[config.mk]
export PLATFORM = sky130hd
export DESIGN_NAME = fetch_unit
export DESIGN_NICKNAME = d
export VERILOG_FILES = /design/src/rtl/fetch_unit.sv
export SDC_FILE = /design/constraint.sdc
export NUM_CORES = 1
export LEC_CHECK = 0
export ABC_AREA = 1
export BUFFER_PORTS_ARGS = -buffer_cell sky130_fd_sc_hd__buf_4
export CAP_MARGIN = 20
export CORE_MARGIN = 1.5
export CORE_UTILIZATION = 51
export CTS_CLUSTER_DIAMETER = 60
export DETAILED_ROUTE_END_ITERATION = 16
export HOLD_SLACK_MARGIN = 0.06
export PLACE_DENSITY = 0.69
export SYNTH_ARGS = -nofsm -noshare
export SYNTH_HDL_FRONTEND = slang
export SYNTH_SLANG_ARGS = --single-unit
[constraint.sdc]
create_clock -name clk -period 8 [get_ports clk]
set_clock_uncertainty 0.15 [all_clocks]
set_input_delay 0.8 -clock clk [delete_from_list [all_inputs] [get_ports clk]]
set_output_delay 0.8 -clock clk [all_outputs]
set_load 0.02 [all_outputs]
[src/rtl/fetch_unit.sv]
`default_nettype none
// +--------------------------------------------------------------------------+
// | fetch_unit : front-end fetch stage with prefetch FIFO and redirects       |
// | Optional macro FETCH_STATS_EN adds fetch_count / flush_count outputs.     |
// | Revision   : 1.0                                                          |
// +--------------------------------------------------------------------------+
module fetch_unit #(
  parameter int PC_W    = 8,
  parameter int INSTR_W = 9,
  parameter int DEPTH   = 4
) (
  input  logic               clk,
  input  logic               reset,
  output logic               imem_req,
  output logic [PC_W-1:0]    imem_addr,
  input  logic [INSTR_W-1:0] imem_instr,
  input  logic               imem_eof,
  output logic [INSTR_W-1:0] instr,
  output logic [PC_W-1:0]    instr_pc,
  output logic               instr_valid,
  input  logic               instr_ready,
  input  logic               redirect,
  input  logic [PC_W-1:0]    redirect_target,
`ifdef FETCH_STATS_EN
  output logic [15:0]        fetch_count,
  output logic [7:0]         flush_count,
`endif
  output logic               done
);

  localparam int PTR_W = $clog2(DEPTH);
  localparam int CNT_W = PTR_W + 1;

  typedef enum logic [0:0] {
    ST_RUN  = 1'b0,
    ST_HALT = 1'b1
  } state_t;

  state_t             state_q, state_d;
  logic [PC_W-1:0]    fetch_pc_q, fetch_pc_d;
  logic               inflight_q, inflight_d;
  logic [PC_W-1:0]    inflight_addr_q, inflight_addr_d;
  logic               epoch_q, epoch_d;
  logic               req_epoch_q, req_epoch_d;
  logic [PTR_W-1:0]   rd_ptr_q, rd_ptr_d;
  logic [PTR_W-1:0]   wr_ptr_q, wr_ptr_d;
  logic [CNT_W-1:0]   count_q, count_d;
  logic [INSTR_W-1:0] mem_instr_q [DEPTH];
  logic [INSTR_W-1:0] mem_instr_d [DEPTH];
  logic [PC_W-1:0]    mem_pc_q [DEPTH];
  logic [PC_W-1:0]    mem_pc_d [DEPTH];
  logic [INSTR_W-1:0] instr_q, instr_d;
  logic [PC_W-1:0]    instr_pc_q, instr_pc_d;
  logic               valid_q, valid_d;
  logic               done_q, done_d;

  logic               resp_ok;
  logic               push;
  logic               pop;
  logic               eof_hit;
  logic [CNT_W:0]     credit_used;

  always_comb begin
    state_d         = state_q;
    fetch_pc_d      = fetch_pc_q;
    inflight_d      = 1'b0;
    inflight_addr_d = inflight_addr_q;
    epoch_d         = epoch_q;
    req_epoch_d     = req_epoch_q;
    rd_ptr_d        = rd_ptr_q;
    wr_ptr_d        = wr_ptr_q;
    count_d         = count_q;
    mem_instr_d     = mem_instr_q;
    mem_pc_d        = mem_pc_q;
    instr_d         = instr_q;
    instr_pc_d      = instr_pc_q;
    valid_d         = 1'b0;
    done_d          = 1'b0;

    // Credits: buffered entries plus the one possibly in flight never exceed DEPTH.
    credit_used = {1'b0, count_q} + {{CNT_W{1'b0}}, inflight_q};
    imem_req    = reset && (state_q == ST_RUN) && !redirect &&
                  (credit_used < (CNT_W+1)'(DEPTH));

    resp_ok = inflight_q && (req_epoch_q == epoch_q) && (state_q == ST_RUN) && !redirect;
    eof_hit = resp_ok && imem_eof;
    push    = resp_ok && !imem_eof;
    pop     = valid_q && instr_ready && !redirect;

    if (eof_hit) state_d = ST_HALT;

    if (imem_req) begin
      inflight_d      = 1'b1;
      inflight_addr_d = fetch_pc_q;
      req_epoch_d     = epoch_q;
      if (!eof_hit) fetch_pc_d = fetch_pc_q + PC_W'(1);
    end

    if (push) begin
      mem_instr_d[wr_ptr_q] = imem_instr;
      mem_pc_d[wr_ptr_q]    = inflight_addr_q;
      wr_ptr_d              = wr_ptr_q + PTR_W'(1);
    end
    if (pop) rd_ptr_d = rd_ptr_q + PTR_W'(1);

    case ({push, pop})
      2'b10:   count_d = count_q + CNT_W'(1);
      2'b01:   count_d = count_q - CNT_W'(1);
      default: count_d = count_q;
    endcase

    if (redirect) begin
      count_d    = '0;
      wr_ptr_d   = rd_ptr_q;
      rd_ptr_d   = rd_ptr_q;
      fetch_pc_d = redirect_target;
      state_d    = ST_RUN;
      epoch_d    = ~epoch_q;
      inflight_d = 1'b0;
    end

    // Head registers keep their last value once the FIFO runs empty.
    valid_d = (count_d != '0);
    if (valid_d) begin
      instr_d    = mem_instr_d[rd_ptr_d];
      instr_pc_d = mem_pc_d[rd_ptr_d];
    end

    done_d = !redirect && (state_q == ST_HALT) && (count_q == '0) && !inflight_q;
  end

  always_ff @(posedge clk) begin
    if (!reset) begin
      state_q         <= ST_RUN;
      fetch_pc_q      <= '0;
      inflight_q      <= 1'b0;
      inflight_addr_q <= '0;
      epoch_q         <= 1'b0;
      req_epoch_q     <= 1'b0;
      rd_ptr_q        <= '0;
      wr_ptr_q        <= '0;
      count_q         <= '0;
      for (int i = 0; i < DEPTH; i++) begin
        mem_instr_q[i] <= '0;
        mem_pc_q[i]    <= '0;
      end
      instr_q         <= '0;
      instr_pc_q      <= '0;
      valid_q         <= 1'b0;
      done_q          <= 1'b0;
    end else begin
      state_q         <= state_d;
      fetch_pc_q      <= fetch_pc_d;
      inflight_q      <= inflight_d;
      inflight_addr_q <= inflight_addr_d;
      epoch_q         <= epoch_d;
      req_epoch_q     <= req_epoch_d;
      rd_ptr_q        <= rd_ptr_d;
      wr_ptr_q        <= wr_ptr_d;
      count_q         <= count_d;
      mem_instr_q     <= mem_instr_d;
      mem_pc_q        <= mem_pc_d;
      instr_q         <= instr_d;
      instr_pc_q      <= instr_pc_d;
      valid_q         <= valid_d;
      done_q          <= done_d;
    end
  end

  assign imem_addr   = fetch_pc_q;
  assign instr       = instr_q;
  assign instr_pc    = instr_pc_q;
  assign instr_valid = valid_q;
  assign done        = done_q && !redirect;

`ifdef FETCH_STATS_EN
  logic [15:0] fetch_count_q, fetch_count_d;
  logic [7:0]  flush_count_q, flush_count_d;

  always_comb begin
    fetch_count_d = fetch_count_q;
    flush_count_d = flush_count_q;
    if (pop && (fetch_count_q != 16'hFFFF)) fetch_count_d = fetch_count_q + 16'd1;
    if (redirect && (flush_count_q != 8'hFF)) flush_count_d = flush_count_q + 8'd1;
  end

  always_ff @(posedge clk) begin
    if (!reset) begin
      fetch_count_q <= '0;
      flush_count_q <= '0;
    end else begin
      fetch_count_q <= fetch_count_d;
      flush_count_q <= flush_count_d;
    end
  end

  assign fetch_count = fetch_count_q;
  assign flush_count = flush_count_q;
`endif

endmodule
`default_nettype wire
==> flow_summary.ini <==
[layout]
seqCellArea_mm2 = 0.00228
drive_gt1_frac = 0.100
multi_input_area_mm2 = 0.00317
post-route-util = 0.594
antenna_cells = 0
n_fill_cell = 1115
syn_to_final_growth_pct = 14.0
finalNetCount = 981

[die]
ioPinCount = 50
core_mm2 = 0.0114
rows = 39
die_h_um = 111
die_area_mm2 = 0.0123
die_w_um = 111
start_util = 0.521

[placed_design]
pre_cts_ws_ps = 3740
portBuffers = 49
dp_hpwl_um = 9550
gp_congestion = 0.754

[routing]
dr.pass1.iters = 5
avgRoutedWirePerCell_um = 15.2
vias = 6068
viasPerCell = 5.50
drtAntennaViolNets = 0
drc = 0
wl_um = 16800
drtIter0Drc = 578

[pwr]
p_total_mw = 1.36
pwr-share-seq = 0.436
p_per_area_mw_per_mm2 = 201
p_clk_frac = 0.470
p_sw_mw = 0.338
p_sw_frac = 0.248
ir_drop_mv = 0.179
combinationalPowerShare = 0.094
p_leak_nw = 3.16
p_int_mw = 1.03

[flow_run]
max_cap_viol_count = 0

[clock_network]
clk_pin_slew_ps = 50
holdBufCountCts = 0
clk_latency_ps = 410
post_cts_buffers = 0
clock-sinks = 114
cts_tree = done
h-tree-depth = 4
clockBufferDepth = 2
post_cts_resized = 0
cts_buffers = 17
cts_root_buffer = clkbuf_16

[global_route]
grt_pass1_wl_um = 27500
grt_overflow = 0
grtUsageTotal = 0.278
grt_pass1_vias = 5453
antenna_found_initial = 0
grt_max_degree = 79

[setup_path]
path_cells = buf_4 -> inv_2 -> nand3_2 -> buf_4 -> ha_1 -> fa_1 -> nor2_1 -> nor2_1 -> o21ai_0 -> nand2_1 -> inv_1 -> nand2_1 -> buf_4 -> nand3_1 -> nand2_1 -> inv_1
critPathMaxFanout = 73
crit_path_top_delay_cell = inv_2
crit_type = in2reg
ff2ff_path_depth = 18
r2r_setup_slack_ps = 4650
cp_num_buf_inv = 6
crit_arrival_ps = 4000
critical_path.top_delay_family = buffers and inverters
r2r-end = instr[5]$_SDFFE_PN0P_
critPathCaptureType = flip-flop
critPathMaxStageDelay_ps = 690
cp-start-kind = input port
crit_required_ps = 8160
r2r_start = epoch_q$_SDFFE_PN0P_

[timing]
tightest_slew_ps = 974
rsz0062_at_grt = no
slew_headroom = 0.350
tns_ps = 0
maxSlewViolCount = 0
period_needed_ps = 3840
holdWs_ps = 311
setup_viol = 0
finalCritPeriodShare = 0.481
timing.fmax_mhz = 260
finalHoldViolCount = 0
postLayoutSetupSlackWorst_ps = 4160

[status]
status = completed

[logic_synthesis]
synth.distinct_cells = 29
ys_seq_area_frac = 0.384
syn_inst = 933
syn_nets = 962
ys_ff_latch = 114
avgSynthCellArea_um2 = 6.38
yosysWarnings = 0
netlist_area_mm2 = 0.00595

[worst_hold_path]
min_to = done_q$_SDFF_PN0_
hold_class = reg2reg
hp-start = state_q$_SDFFE_PP0P_
min_delay_path_depth = 2
tightest hold or removal path, cell delays in order (launching register included):
cell and delay (ps):
dfxtp_1 310, nand3_1 70, nor4_1 40
synthesized netlist by cell type, drive strengths merged:
cell,instances,area (µm²)
xor2,1,8.76
ha,6,75.1
o21bai,1,7.51
a21oi,92,460
inv,61,229
buf,32,166
fa,1,20.0
a31oi,1,6.26
nand3,182,921
nand2,345,1310
xnor2,1,27.5
or2,1,6.26
nor4,1,6.26
nor3,1,10.0
o211a,1,10.0
clkbuf,25,95.1
o21ai,41,205
nor2,22,87.6
clkinv,4,15.0
dfxtp,114,2280
cells in the final DEF, fill, tap and decap left out, types with 2 or more instances in the layout:
| master | synthesis | routed |
|---|---|---|
| nand2_2 | 3 | 3 |
| dfxtp_1 | 114 | 114 |
| nand3_2 | 2 | 2 |
| inv_2 | 8 | 8 |
| a21oi_1 | 92 | 92 |
| clkbuf_8 | 0 | 2 |
| clkinv_1 | 4 | 4 |
| ha_1 | 6 | 6 |
| clkbuf_1 | 24 | 7 |
| o21ai_0 | 41 | 41 |
| clkbuf_16 | 0 | 17 |
| nand2_1 | 341 | 341 |
| nor2_1 | 20 | 20 |
| nand3_1 | 180 | 180 |
| inv_1 | 53 | 53 |
| buf_4 | 1 | 57 |
logic make-up (layout without fill, tap and decap cells):
kind of cell               count (synthesis)  count (layout)  share of synthesized area
adders and majority gates                  7               7                     0.0160
xor gates and xnor gates                   2               2                    0.00610
AOI/OAI and AO/OA                        136             136                      0.116
and+or+nand+nor                          552             552                      0.393
buffers and inverters                    122             149                     0.0850
DFF                                      114             114                      0.384
state kept, by name, indices dropped and copies added, names as in the netlist, 2 cells and up:
| register | flops |
|---|---|
| mem_instr_q | 36 |
| mem_pc_q | 32 |
| wr_ptr_q | 2 |
| rd_ptr_q | 2 |
| instr_pc | 8 |
| instr | 9 |
| imem_addr | 8 |
| inflight_addr_q | 8 |
| count_q | 3 |
stage by stage:
step	instance area, µm²	cells
finish	6780	1103
global placement	6300	1076
detailed placement	6300	1076
global route	6780	1103
CTS	6780	1103
floorplan	5950	933
layer usage:
layer	global-route usage	up-vias	wire, µm
met5	0	-	0
met4	0.0744	0	198
met3	0.0552	18	1130
met2	0.444	195	7730
met1	0.385	2778	7700
li1	-	3077	-
area by class of cell:
class | instances | share of cell area
Multi-Input combinational cell | 697 | 0.467
Timing Repair Buffer | 57 | 0.0631
Tap cell | 143 | 0.0264
Clock buffer | 26 | 0.0706
Clock inverter | 1 | 0.000738
Inverter | 65 | 0.0360
Sequential cell | 114 | 0.336
how the worst max path moves through the flow:
| stage | from | endpoint | slack (ps) | depth (start not counted) |
|---|---|---|---|---|
| after floorplan | redirect | instr[1]$_SDFFE_PN0P_ | 4750 | 17 |
| after global routing | imem_eof | instr_pc[3]$_SDFFE_PN0P_ | 3820 | 17 |
| after detailed placement | imem_eof | instr[1]$_SDFFE_PN0P_ | 3740 | 16 |
| after global placement | imem_eof | instr[6]$_SDFFE_PN0P_ | 3800 | 17 |
| after CTS | imem_eof | instr[1]$_SDFFE_PN0P_ | 4150 | 16 |
| final | imem_eof | instr[1]$_SDFFE_PN0P_ | 4160 | 16 |
power groups by stage:
stage	logic [mW]	clock network (mW)	registers [mW]
4_1_cts	0.127	0.647	0.595
6_report	0.128	0.642	0.595
3_5_place_dp	0.127	0	0.606
5_1_grt	0.141	0.677	0.596
2_1_floorplan	0.0727	0	0.613
3_3_place_gp	0.126	0	0.606
(Power assumes the default switching activity.)
